**src/rtl/clk_div_monitor_if.sv**
```systemverilog
// +--------------------------------------------------------------------------+
// | Module : clk_div_monitor_if                                              |
// | Brief  : Divided-clock stimulus and measurement/status bundle            |
// | Rev    : 1.0                                                             |
// +--------------------------------------------------------------------------+
`default_nettype none

interface clk_div_monitor_if #(
  parameter int CNT_W = 8
);
  logic             div_clk;
  logic [CNT_W-1:0] div_n;
  logic             clr_err;
  logic             meas_valid;
  logic [CNT_W-1:0] high_time;
  logic [CNT_W-1:0] low_time;
  logic [CNT_W:0]   period;
  logic             err;
  logic             err_sticky;
  logic             stall;
  logic             locked;

  modport master (
    output div_clk, div_n, clr_err,
    input  meas_valid, high_time, low_time, period, err, err_sticky, stall, locked
  );

  modport slave (
    input  div_clk, div_n, clr_err,
    output meas_valid, high_time, low_time, period, err, err_sticky, stall, locked
  );
endinterface

`default_nettype wire

```
**src/rtl/clk_div_monitor.sv**
```systemverilog
// +--------------------------------------------------------------------------+
// | Module : clk_div_monitor                                                 |
// | Brief  : Measures div_clk high/low/period in clk_in cycles, checks ratio |
// |          and duty balance, reports lock, error and stall status          |
// | Rev    : 1.0                                                             |
// +--------------------------------------------------------------------------+
`default_nettype none

module clk_div_monitor #(
  parameter int CNT_W       = 8,
  parameter int LOCK_CYCLES = 4
) (
  input  wire logic          clk_in,
  input  wire logic          rst_n,
  clk_div_monitor_if.slave   bus
);

  localparam int              GC_W      = $clog2(LOCK_CYCLES + 1);
  localparam logic [CNT_W-1:0] C_CNT_MAX = '1;
  localparam logic [GC_W-1:0]  C_LOCK    = GC_W'(LOCK_CYCLES);

  typedef enum logic [1:0] {
    ST_IDLE = 2'd0,
    ST_HIGH = 2'd1,
    ST_LOW  = 2'd2
  } state_t;

  state_t           r_state;
  logic             r_s1, r_s2, r_s3;
  logic [CNT_W-1:0] r_hi_cnt, r_lo_cnt;
  logic [GC_W-1:0]  r_good_cnt;
  logic             r_meas_valid;
  logic [CNT_W-1:0] r_high_time, r_low_time;
  logic [CNT_W:0]   r_period;
  logic             r_err, r_err_sticky, r_stall, r_locked;

  logic             w_rise, w_fall, w_stall, w_check_en, w_good;
  logic [CNT_W:0]   w_period_nxt;
  logic [CNT_W-1:0] w_diff;
  logic [GC_W-1:0]  w_gc_inc;

  assign w_rise = r_s2 & ~r_s3;
  assign w_fall = ~r_s2 & r_s3;

  always_ff @(posedge clk_in or negedge rst_n) begin
    if (!rst_n) begin
      r_s1 <= 1'b0;
      r_s2 <= 1'b0;
      r_s3 <= 1'b0;
    end else begin
      r_s1 <= bus.div_clk;
      r_s2 <= r_s1;
      r_s3 <= r_s2;
    end
  end

  // Phase counters restart at 1 on the edge into their level and stick at all-ones.
  always_ff @(posedge clk_in or negedge rst_n) begin
    if (!rst_n) begin
      r_hi_cnt <= '0;
      r_lo_cnt <= '0;
    end else begin
      if (w_rise)
        r_hi_cnt <= CNT_W'(1);
      else if (r_s2 && (r_hi_cnt != C_CNT_MAX))
        r_hi_cnt <= r_hi_cnt + CNT_W'(1);

      if (w_fall)
        r_lo_cnt <= CNT_W'(1);
      else if (!r_s2 && (r_lo_cnt != C_CNT_MAX))
        r_lo_cnt <= r_lo_cnt + CNT_W'(1);
    end
  end

  // The check is evaluated on the values about to be published, so err and
  // locked change in the same cycle as meas_valid.
  assign w_period_nxt = {1'b0, r_high_time} + {1'b0, r_lo_cnt};
  assign w_diff       = (r_high_time > r_lo_cnt) ? (r_high_time - r_lo_cnt)
                                                 : (r_lo_cnt - r_high_time);
  assign w_check_en   = (bus.div_n > CNT_W'(1));
  assign w_good       = (w_period_nxt == {1'b0, bus.div_n}) && (w_diff <= CNT_W'(1));
  assign w_gc_inc     = (r_good_cnt == C_LOCK) ? C_LOCK : (r_good_cnt + GC_W'(1));
  assign w_stall      = ((r_state == ST_HIGH) && (r_hi_cnt == C_CNT_MAX)) ||
                        ((r_state == ST_LOW)  && (r_lo_cnt == C_CNT_MAX));

  always_ff @(posedge clk_in or negedge rst_n) begin
    if (!rst_n) begin
      r_state      <= ST_IDLE;
      r_good_cnt   <= '0;
      r_meas_valid <= 1'b0;
      r_high_time  <= '0;
      r_low_time   <= '0;
      r_period     <= '0;
      r_err        <= 1'b0;
      r_err_sticky <= 1'b0;
      r_stall      <= 1'b0;
      r_locked     <= 1'b0;
    end else begin
      r_meas_valid <= 1'b0;
      r_err        <= 1'b0;
      r_stall      <= 1'b0;

      // A clear coinciding with a visible err pulse loses to the set.
      if (r_err)
        r_err_sticky <= 1'b1;
      else if (bus.clr_err)
        r_err_sticky <= 1'b0;

      if (w_stall) begin
        r_stall    <= 1'b1;
        r_err      <= 1'b1;
        r_locked   <= 1'b0;
        r_good_cnt <= '0;
        r_state    <= ST_IDLE;
      end else begin
        case (r_state)
          ST_IDLE: begin
            if (w_rise)
              r_state <= ST_HIGH;
          end
          ST_HIGH: begin
            if (w_fall) begin
              r_high_time <= r_hi_cnt;
              r_state     <= ST_LOW;
            end
          end
          ST_LOW: begin
            if (w_rise) begin
              r_low_time   <= r_lo_cnt;
              r_period     <= w_period_nxt;
              r_meas_valid <= 1'b1;
              r_state      <= ST_HIGH;
              if (!w_check_en) begin
                r_good_cnt <= '0;
              end else if (w_good) begin
                r_good_cnt <= w_gc_inc;
                r_locked   <= (w_gc_inc == C_LOCK);
              end else begin
                r_err      <= 1'b1;
                r_good_cnt <= '0;
                r_locked   <= 1'b0;
              end
            end
          end
          default: r_state <= ST_IDLE;
        endcase
      end

      if (!w_check_en)
        r_locked <= 1'b0;
    end
  end

  assign bus.meas_valid = r_meas_valid;
  assign bus.high_time  = r_high_time;
  assign bus.low_time   = r_low_time;
  assign bus.period     = r_period;
  assign bus.err        = r_err;
  assign bus.err_sticky = r_err_sticky;
  assign bus.stall      = r_stall;
  assign bus.locked     = r_locked;

endmodule

`default_nettype wire

```
**src/flat_wrapper.sv**
```systemverilog
// flat-port wrapper written by rule: the top's interface ports become plain ports
module clk_div_monitor_flat 
#(
  parameter int CNT_W       = 8,
  parameter int LOCK_CYCLES = 4
)
  (clk_in, rst_n, bus_div_clk, bus_div_n, bus_clr_err, bus_meas_valid, bus_high_time, bus_low_time, bus_period, bus_err, bus_err_sticky, bus_stall, bus_locked);
  clk_div_monitor_if #(.CNT_W(CNT_W)) bus_i ();
  input  wire logic clk_in;
  input  wire logic rst_n;
  input wire logic [$bits(bus_i.div_clk)-1:0] bus_div_clk;
  input wire logic [$bits(bus_i.div_n)-1:0] bus_div_n;
  input wire logic [$bits(bus_i.clr_err)-1:0] bus_clr_err;
  output wire logic [$bits(bus_i.meas_valid)-1:0] bus_meas_valid;
  output wire logic [$bits(bus_i.high_time)-1:0] bus_high_time;
  output wire logic [$bits(bus_i.low_time)-1:0] bus_low_time;
  output wire logic [$bits(bus_i.period)-1:0] bus_period;
  output wire logic [$bits(bus_i.err)-1:0] bus_err;
  output wire logic [$bits(bus_i.err_sticky)-1:0] bus_err_sticky;
  output wire logic [$bits(bus_i.stall)-1:0] bus_stall;
  output wire logic [$bits(bus_i.locked)-1:0] bus_locked;
  assign bus_i.div_clk = bus_div_clk;
  assign bus_i.div_n = bus_div_n;
  assign bus_i.clr_err = bus_clr_err;
  assign bus_meas_valid = bus_i.meas_valid;
  assign bus_high_time = bus_i.high_time;
  assign bus_low_time = bus_i.low_time;
  assign bus_period = bus_i.period;
  assign bus_err = bus_i.err;
  assign bus_err_sticky = bus_i.err_sticky;
  assign bus_stall = bus_i.stall;
  assign bus_locked = bus_i.locked;
  clk_div_monitor #(.CNT_W(CNT_W), .LOCK_CYCLES(LOCK_CYCLES)) u_core (.clk_in(clk_in), .rst_n(rst_n), .bus(bus_i));
endmodule
```
**config.mk**
```make
export PLATFORM = sky130hd
export DESIGN_NAME = clk_div_monitor_flat
export DESIGN_NICKNAME = d
export VERILOG_FILES = /design/src/rtl/clk_div_monitor_if.sv /design/src/rtl/clk_div_monitor.sv /design/src/flat_wrapper.sv
export SDC_FILE = /design/constraint.sdc
export NUM_CORES = 1
export LEC_CHECK = 0
export ABC_AREA = 1
export CORE_UTILIZATION = 40
export DETAILED_ROUTE_END_ITERATION = 6
export PLACE_DENSITY = 0.67
export SLEW_MARGIN = 30
export SYNTH_ARGS = -nofsm -noshare
export SYNTH_HDL_FRONTEND = slang
export SYNTH_SLANG_ARGS = --single-unit
```
**constraint.sdc**
```tcl
create_clock -name clk_in -period 1.95 [get_ports clk_in]
set_input_delay 0.195 -clock clk_in [delete_from_list [all_inputs] [get_ports clk_in]]
set_output_delay 0.195 -clock clk_in [all_outputs]
set_load 0.005 [all_outputs]
```
==> metrics.sh, run 1 <==
CRITPATHMAXFANOUT=4
END_KIND='flop'
POWER.STATIC_LEAKAGE_nW=2.47
SYN_AREA_UM2=3680
TRITONCTS_CLOCK_TREE='yes'
FMAXACHIEVABLE_MHz=447
INSERTION_DELAY_NS=0.31
ROUTED_WIRE_LENGTH_PER_INSTANCE_UM=13.6
CRIT_PATH_TOP_DELAY_CELL='dfrtp_1'
CTS.SINK_COUNT=54
ROUTE.DETAILED.DRC=6
DIE_WIDTH_UM=98.0
YS_SEQ_ELEMENTS=54
CP_CELL_SEQUENCE='inv_1, ha_2, inv_2, fa_2, or2_1, a21oi_2, nand3_1, nor2_1, nand3_1, nand2_2, nand2_2, nor2_4, o21ai_1'
CHIPHEIGHT_UM=98.0
POSTROUTEWIRELENGTH_UM=9510
CP.ARRIVAL_NS=2.45
CAP_VIOL_MAX_COUNT=0
HPWL_REPORTED_AT_THE_END_OF_DETAILED_PLACEMENT_UM=7620
POST_SYNTHESIS_CELLS=488
FINALHOLDVIOLCOUNT=0
FAILED_CHECKS='DRC, setup timing'
GRT_ANTENNA_BEFORE_REPAIR=0
ROUTE.VIAS.TOTAL=3431
FIN_WS_NS=-0.285
SETUP_VIOL=5
DETAIL_ROUTE.VIAS_PER_CELL=4.89
ANTENNA_CELLS_INSERTED=0
FINAL_ANTENNA_NET_COUNT=0
SYNTH-EDFF-COUNT=0
HOLD_PATH.CLASS='primary input to flop'
ROW_COUNT=34
N_FILL_CELL=839
FIRSTDRTPASSITERS=6
GRT_PASS1_WL_UM=15500
DOMINANT_CELL_TYPE_BY_AREA_AFTER_SYNTHESIS='dfrtp_1'
FINAL_CELLS=702
GRT_START_MAX_NET_PINS=25
SYNTHESIZED_AREA_PER_CELL_UM2=7.55
YOSYS.AREA.TOP_TYPE_SHARE_PCT=36.7
RSZ0062_AT_GRT='true'
VDD_IR_DROP_MAX_mV=0.532
PATH_CLK_SLEW_NS=0.10
FINAL_LAYOUT_SIZE_SUFFIX_GT1_SHARE_PCT=23.9
SLEW_VIOLATIONS=0
WORST_SLACK_PLACED_NS=-0.292
CTS_ROOT_BUF='clkbuf_8'
FIN_HOLD_WS_NS=0.315
LAYOUT.NETS=635
SYN_NETS=530
POST_ROUTE_MINIMUM_PERIOD_NS=2.23
WORST_EP_REQUIRED_TIME_NS=2.16
PLACE.PORT_BUFFERS=41
POST-PLACE-CELLS=689
PWR_DENSITY_CELL_nW_PER_UM2=980
SYNTH.YOSYS.SEQ_AREA_SHARE_PCT=36.7
TIMING.MAX_SLEW.REL_SLACK_PCT=61.1
SYNTHTOLAYOUTAREAGROWTH_PCT=33.4
FIRST_GLOBAL_VIAS=3322
NETLIST-CELL-TYPE-COUNT=39
IOS=42
PLACEABLECOREAREA_UM2=8810
GLOBAL_ROUTE.OVERFLOW_TOTAL=0
SYNTH_AREA_LEADERS='dfrtp_1 (37%), nand2_1 (14%), ha_1 (9.2%), inv_1 (6.4%), nand3_1 (5.0%)'
OUTCOME='finished with violations'
TIMING_WORST_SETUP_PATH_TYPE='flop to flop'
SYNTHESIS.YOSYS.WARNINGS=0
GRT.TOTAL_USAGE_PCT=20.2
WORST_PATH_LARGEST_CELL_DELAY_NS=0.44
STARTING_DENSITY_PCT=41.8
SYNTH_TOP_FLOP_CELL='dfrtp_1'
PLACE.GP.CONGESTION=0.880
REG2REG_SLACK_NS=-0.28
OVERALL_DIE_AREA_UM2=9600
TIMING_WORST_SLEW_PIN_VALUE_NS=0.584
CTS-HTREE-LEVELS=2
DRT_FIRST_ITER_VIOLATIONS=131
CTS_BUFFER_DEPTH=2
WORST_CLOCK_SKEW_NS=0.00502
ASYNC_RESET_FF_SHARE_PCT=100
CTS_MADE_BUFFERS=5
FINAL_MIN_PERIOD_OVER_CLOCK_PERIOD_PCT=115
CRITPATHLAUNCHTYPE='flop'
-- path summary, 6_finish.rpt --
path,start,endpoint,cells past startpoint
max reg2reg,u_core.bus.high_time[0],u_core.bus.err,13
min reg2reg,u_core.r_s1,u_core.r_s2,0
max,u_core.bus.high_time[0],u_core.bus.err,13
min,bus_div_clk,u_core.r_s1,1
max in group asynchronous,rst_n,u_core.r_lo_cnt[3],3
min in group asynchronous,rst_n,u_core.bus.period[2],2
-- layout make-up --
cell class | count | area [um2] | share of cell area, %
clock inverters | 2 | 38.8 | 0.789
repair buffers | 107 | 907 | 18.5
flip-flops and latches | 54 | 1350 | 27.5
inverters | 71 | 273 | 5.55
clock buffers | 6 | 82.6 | 1.68
well taps | 108 | 135 | 2.75
multi-input cells | 354 | 2130 | 43.3
-- metrics by stage --
stage	total power, mW	setup TNS (ns)	area, um2	utilization, %
floorplan	2.92	-0.222	3690	-
global placement	3.75	-0.967	4620	52.5
detailed placement	3.81	-1.37	4620	52.5
CTS	4.66	-1.14	4770	54.1
global route	5.18	-1.93	4910	55.8
finish	4.82	-1.39	4910	55.8
-- per-layer routing --
layer	up-vias	track usage (%)	share of wire, %
met3	14	3.22	4.4
met4	0	5.83	1.9
met2	80	35.6	49
li1	1774	-	-
met1	1563	25.5	44
met5	-	0	0
-- what timing repair did --
action                     in CTS  in global routing
buffers inserted                0                  4
pin swaps                       4                 11
hold buffers                    1                  0
setup endpoints to repair       5                 17
cloned                          0                  0
gates resized for setup         4                 32
hold endpoints to repair       22                  0
-- kinds of logic (layout without fill, tap and decap cells) --
family,Yosys count,count (layout),share of synthesized area [%]
adders and majority gates,30,30,10.8
AOI/OAI and AO/OA,71,71,11.0
xor gates and xnor gates,7,7,1.87
and+or+nand+nor,246,246,30.4
DFF,54,54,36.7
buffers and inverters,80,186,9.27
-- registers in the layout, summed over array words and instances (netlist names) --
name                   flops
u_core.bus.err             1
u_core.bus.err_sticky      1
u_core.bus.high_time       8
u_core.bus.locked          1
u_core.bus.low_time        8
u_core.bus.meas_valid      1
u_core.bus.period          9
u_core.bus.stall           1
u_core.r_good_cnt          3
u_core.r_hi_cnt            8
u_core.r_lo_cnt            8
u_core.r_s1                1
u_core.r_s2                1
u_core.r_s3                1
u_core.r_state             2
-- critical path, delay by kind of cell, from the launching register on --
kind	cells	cell delay [ns]
simple gates	7	0.84
fa+ha+maj	2	0.53
flops	1	0.44
compound gates	2	0.20
buf+inv	2	0.12
-- where the power goes --
| group | switching, mW | leakage, nW | internal, mW |
|---|---|---|---|
| sequential | 0.141 | 0.717 | 1.32 |
| combinational | 1.35 | 1.70 | 1.18 |
| clock | 0.403 | 0.0618 | 0.423 |
-- layout by cell type (no fill, tap or decap), drive strengths merged, types with 2 or more instances in the layout --
master / instances
a21oi: 25
clkdlybuf4s50: 40
inv: 71
nor2: 35
a221oi: 3
nand2: 149
dfrtp: 54
xnor2: 3
buf: 66
a31oi: 2
o21ai: 37
fa: 3
xor2: 4
nand3: 44
nor3: 5
clkbuf: 6
nand4: 9
ha: 27
-- synth_stat cells (all sizes together), types with 2 or more instances --
master / count
xnor2: 3
nand2: 149
xor2: 4
fa: 3
ha: 27
nor2: 35
dfrtp: 54
buf: 7
a21oi: 25
nor3: 5
clkbuf: 2
nand4: 9
nand3: 44
a221oi: 3
a31oi: 2
o21ai: 37
inv: 70
Power figures use the tool's default switching activity.
==> inputs of run 2 (changes only) <==
--- a/config.mk
+++ b/config.mk
@@ -8,6 +8,7 @@
 export ABC_AREA = 1
 export CORE_UTILIZATION = 40
 export DETAILED_ROUTE_END_ITERATION = 6
+export GPL_TIMING_DRIVEN = 0
 export PLACE_DENSITY = 0.67
 export SLEW_MARGIN = 30
 export SYNTH_ARGS = -nofsm -noshare
==> constraint.sdc (replaced) <==
create_clock -name clk_in -period 1.95 [get_ports clk_in]
set_input_delay 0.195 -clock clk_in [delete_from_list [all_inputs] [get_ports clk_in]]
set_output_delay 0.195 -clock clk_in [all_outputs]
set_load 0.02 [all_outputs]
==> run 2 against run 1 <==
  * The run still ends with DRC, setup timing left
  * Sequential power barely moved
  * Fmax barely moved
  * Non-clock buffer count fell by 43
  * Critical endpoint unchanged
  * Flip-flop and latch count did not move
  * Clock skew rose by 0.0026 ns
  * Routed wire length fell by 4.0%
  * Largest power group unchanged
  * Final cell count fell by 6.1%
  * Sequential share of layout area rose by 2.2 points
  * Via count fell by 2.9%
  * Count of clock-buffer cells in the layout fell by 1
  * Register-to-register slack barely moved
==> metrics.sh, run 2 (synthesis results as in run 1) <==
DRT_FIRST_ITER_VIOLATIONS=188  # +44%
FINAL_COMMON_CELL='nand2_1'
ROUTE.VIAS.TOTAL=3333  # -2.9%
POSTROUTEWIRELENGTH_UM=9130  # -4.0%
CRITPATHLAUNCHTYPE='flop'
CP_NUM_BUF_INV=2  # unchanged
INSERTION_DELAY_NS=0.32  # about the same
TIMING_WORST_SETUP_PATH_TYPE='flop to flop'
OVERALL_DIE_AREA_UM2=9600  # unchanged
PWR_DENSITY_CELL_nW_PER_UM2=1050  # +6.7%
IOS=42  # unchanged
ROUTE.DETAILED.DRC=5  # -1
GRT_PASS1_WL_UM=15300  # -1.6%
REG2REG_FROM='u_core.r_lo_cnt[0]'
CTS_ROOT_BUF='clkbuf_8'
CTS_MADE_BUFFERS=5  # unchanged
GRT_ANTENNA_BEFORE_REPAIR=0  # unchanged
FIN_WS_NS=-0.285  # -0.0000670 ns
SETUP_VIOL=5  # unchanged
WORST_SLACK_PLACED_NS=-0.422  # -0.130 ns
LAYOUT.NETS=592  # -6.8%
SYNTHTOLAYOUTAREAGROWTH_PCT=25.0
CRIT_PATH_TOP_DELAY_CELL='dfrtp_2'
FINAL_MIN_PERIOD_OVER_CLOCK_PERIOD_PCT=115  # about the same
GLOBAL_ROUTE.OVERFLOW_TOTAL=0  # unchanged
POWER.STATIC_LEAKAGE_nW=2.26  # -8.6%
WORST_EP_REQUIRED_TIME_NS=2.15  # about the same
WORST_PATH_LARGEST_CELL_DELAY_NS=0.45  # about the same
DESIGN_POWER_TOTAL_mW=4.82  # about the same
FIRSTDRTPASSITERS=6  # unchanged
VDD_IR_DROP_MAX_mV=0.482  # -9.3%
HOLD_PATH.CLASS='primary input to asynchronous set/reset pin'
FAILED_CHECKS='DRC, setup timing'
POST_ROUTE_MINIMUM_PERIOD_NS=2.23  # +0.0000670 ns
CPLARGESTDELAYFAMILY='simple AND/OR/NAND/NOR gates'
CTS-HTREE-LEVELS=2  # unchanged
CRITPATHMAXFANOUT=4  # unchanged
RSZ0062_AT_GRT='true'
CP_CELL_SEQUENCE='buf_6, ha_4, inv_2, fa_2, or2_1, a21oi_2, nand3_2, nor2_2, nand3_1, nand2_2, nand2_2, nor2_4, o21ai_1'
PLACED_AREA_UM2=4280  # -7.4%
FINAL_CORE_UTIL_PCT=52.3  # -3.5 points
CTS_BUFFER_DEPTH=2  # unchanged
CTS.SINK_COUNT=54  # unchanged
CAP_VIOL_MAX_COUNT=0  # unchanged
REG2REG_SLACK_NS=-0.28  # about the same
GRT_START_MAX_NET_PINS=50  # +100%
PATH_CLK_SLEW_NS=0.10  # about the same
CP.ARRIVAL_NS=2.44  # about the same
FINALHOLDVIOLCOUNT=0  # unchanged
TIMING.RR.END='u_core.bus.err'
FIRST_GLOBAL_VIAS=3344  # +0.66%
ROW_COUNT=34  # unchanged
FINAL_ANTENNA_NET_COUNT=0  # unchanged
GRT.TOTAL_USAGE_PCT=19.9  # -0.36 points
PLACEABLECOREAREA_UM2=8810  # unchanged
FIN_HOLD_WS_NS=0.224  # -0.0912 ns
TNS_NS=-1.31  # +0.0726 ns
MOST-COMMON-LAYOUT-CELLS='nand2_1 (134), inv_1 (60), dfrtp_1 (43)'
TIMING_WORST_SLEW_PIN_VALUE_NS=0.485  # -0.0991 ns
ROUTED_WIRE_LENGTH_PER_INSTANCE_UM=13.9  # +2.3%
END_KIND='flop'
DIE_WIDTH_UM=98.0  # unchanged
STARTING_DENSITY_PCT=41.8  # unchanged
LARGEST_REG_FLOPS=9  # unchanged
FINAL_LAYOUT_SIZE_SUFFIX_GT1_SHARE_PCT=19.1  # -4.8 points
SLEW_VIOLATIONS=0  # unchanged
TRITONCTS_CLOCK_TREE='yes'
FINAL_CELLS=659  # -6.1%
TIMING.MAX_SLEW.REL_SLACK_PCT=67.5  # +6.4 points
PLACE.PORT_BUFFERS=41  # unchanged
CRIT_TOP_CELL='nand2_2'
FINALINSTANCEAREA_UM2=4600  # -6.3%
WORST_R2R_PATH_DEPTH=13  # unchanged
POST-PLACE-CELLS=638  # -7.4%
WORST_CLOCK_SKEW_NS=0.00763  # +0.00261 ns
PLACE.GP.CONGESTION=0.874  # -0.68%
ANTENNA_CELLS_INSERTED=0  # unchanged
FMAXACHIEVABLE_MHz=447  # about the same
CHIPHEIGHT_UM=98.0  # unchanged
HPWL_REPORTED_AT_THE_END_OF_DETAILED_PLACEMENT_UM=7040  # -7.7%
OUTCOME='finished with violations'
DETAIL_ROUTE.VIAS_PER_CELL=5.06  # +3.5%
==> run 2: cell types whose count changed in the layout (fill, tap and decap cells not counted), moves of 3 or more <==
cell,change
buf_4,-49
dfrtp_1,-11
dfrtp_2,+11
ha_1,+4
ha_2,-4
nand2_1,+4
buf_6,+3
inv_2,-3
nor2_2,+3
==> run 2: area by class of cell <==
cell class / count / area, um2
Fill cell: 856 / 4200
Multi-Input combinational cell: 354 / 2100
Sequential cell: 54 / 1370
Timing Repair Buffer: 55 / 539
Inverter: 71 / 278
Tap cell: 108 / 135
Buffer: 9 / 73.8
Clock buffer: 5 / 68.8
Clock inverter: 3 / 48.8
==> run 2: routing by layer <==
metal / share of wire (%) / GRT usage [%] / vias up / routed length, um
met4: 1.6 / 6.41 / 0 / 143
met1: 44 / 24.6 / 1558 / 4030
met3: 5.3 / 3.65 / 12 / 488
li1: - / - / 1687 / -
met2: 49 / 34.8 / 76 / 4470
met5: 0 / 0 / - / 0
==> run 2: report_power, final <==
group	leakage [nW]	internal, mW	switching, mW
clock network	0.0563	0.392	0.405
registers	0.702	1.33	0.163
logic	1.50	1.07	1.46
==> run 2: repair_timing <==
item                                    CTS  global route
hold buffers                              1             0
endpoints found under the setup margin    5            26
pin swaps                                 5             3
setup buffers                             4             8
gates cloned                              0             0
resized for setup                         9            27
hold endpoints to repair                 54             0
==> run 2: worst register-to-register path, stage by stage, from the launching register on <==
cell     delay, ns
dfrtp_2       0.45
buf_6         0.12
ha_4          0.12
inv_2         0.04
fa_2          0.37
or2_1         0.23
a21oi_2       0.14
nand3_2       0.11
nor2_2        0.09
nand3_1       0.09
nand2_2       0.09
nand2_2       0.07
nor2_4        0.13
o21ai_1       0.08
==> run 2: how the worst max path moves through the flow <==
stage | startpoint | endpoint | slack [ns] | cells past startpoint
after floorplan | u_core.bus.high_time[0] | u_core.bus.err | -0.09 | 10
after global placement | rst_n | u_core.bus.high_time[0] | -1.17 | 1
after detailed placement | u_core.r_lo_cnt[1] | u_core.bus.err | -0.42 | 11
after CTS | u_core.r_lo_cnt[0] | u_core.bus.err | -0.28 | 13
after global routing | u_core.r_lo_cnt[0] | u_core.r_good_cnt[1] | -0.44 | 17
final | u_core.r_lo_cnt[0] | u_core.bus.err | -0.28 | 13
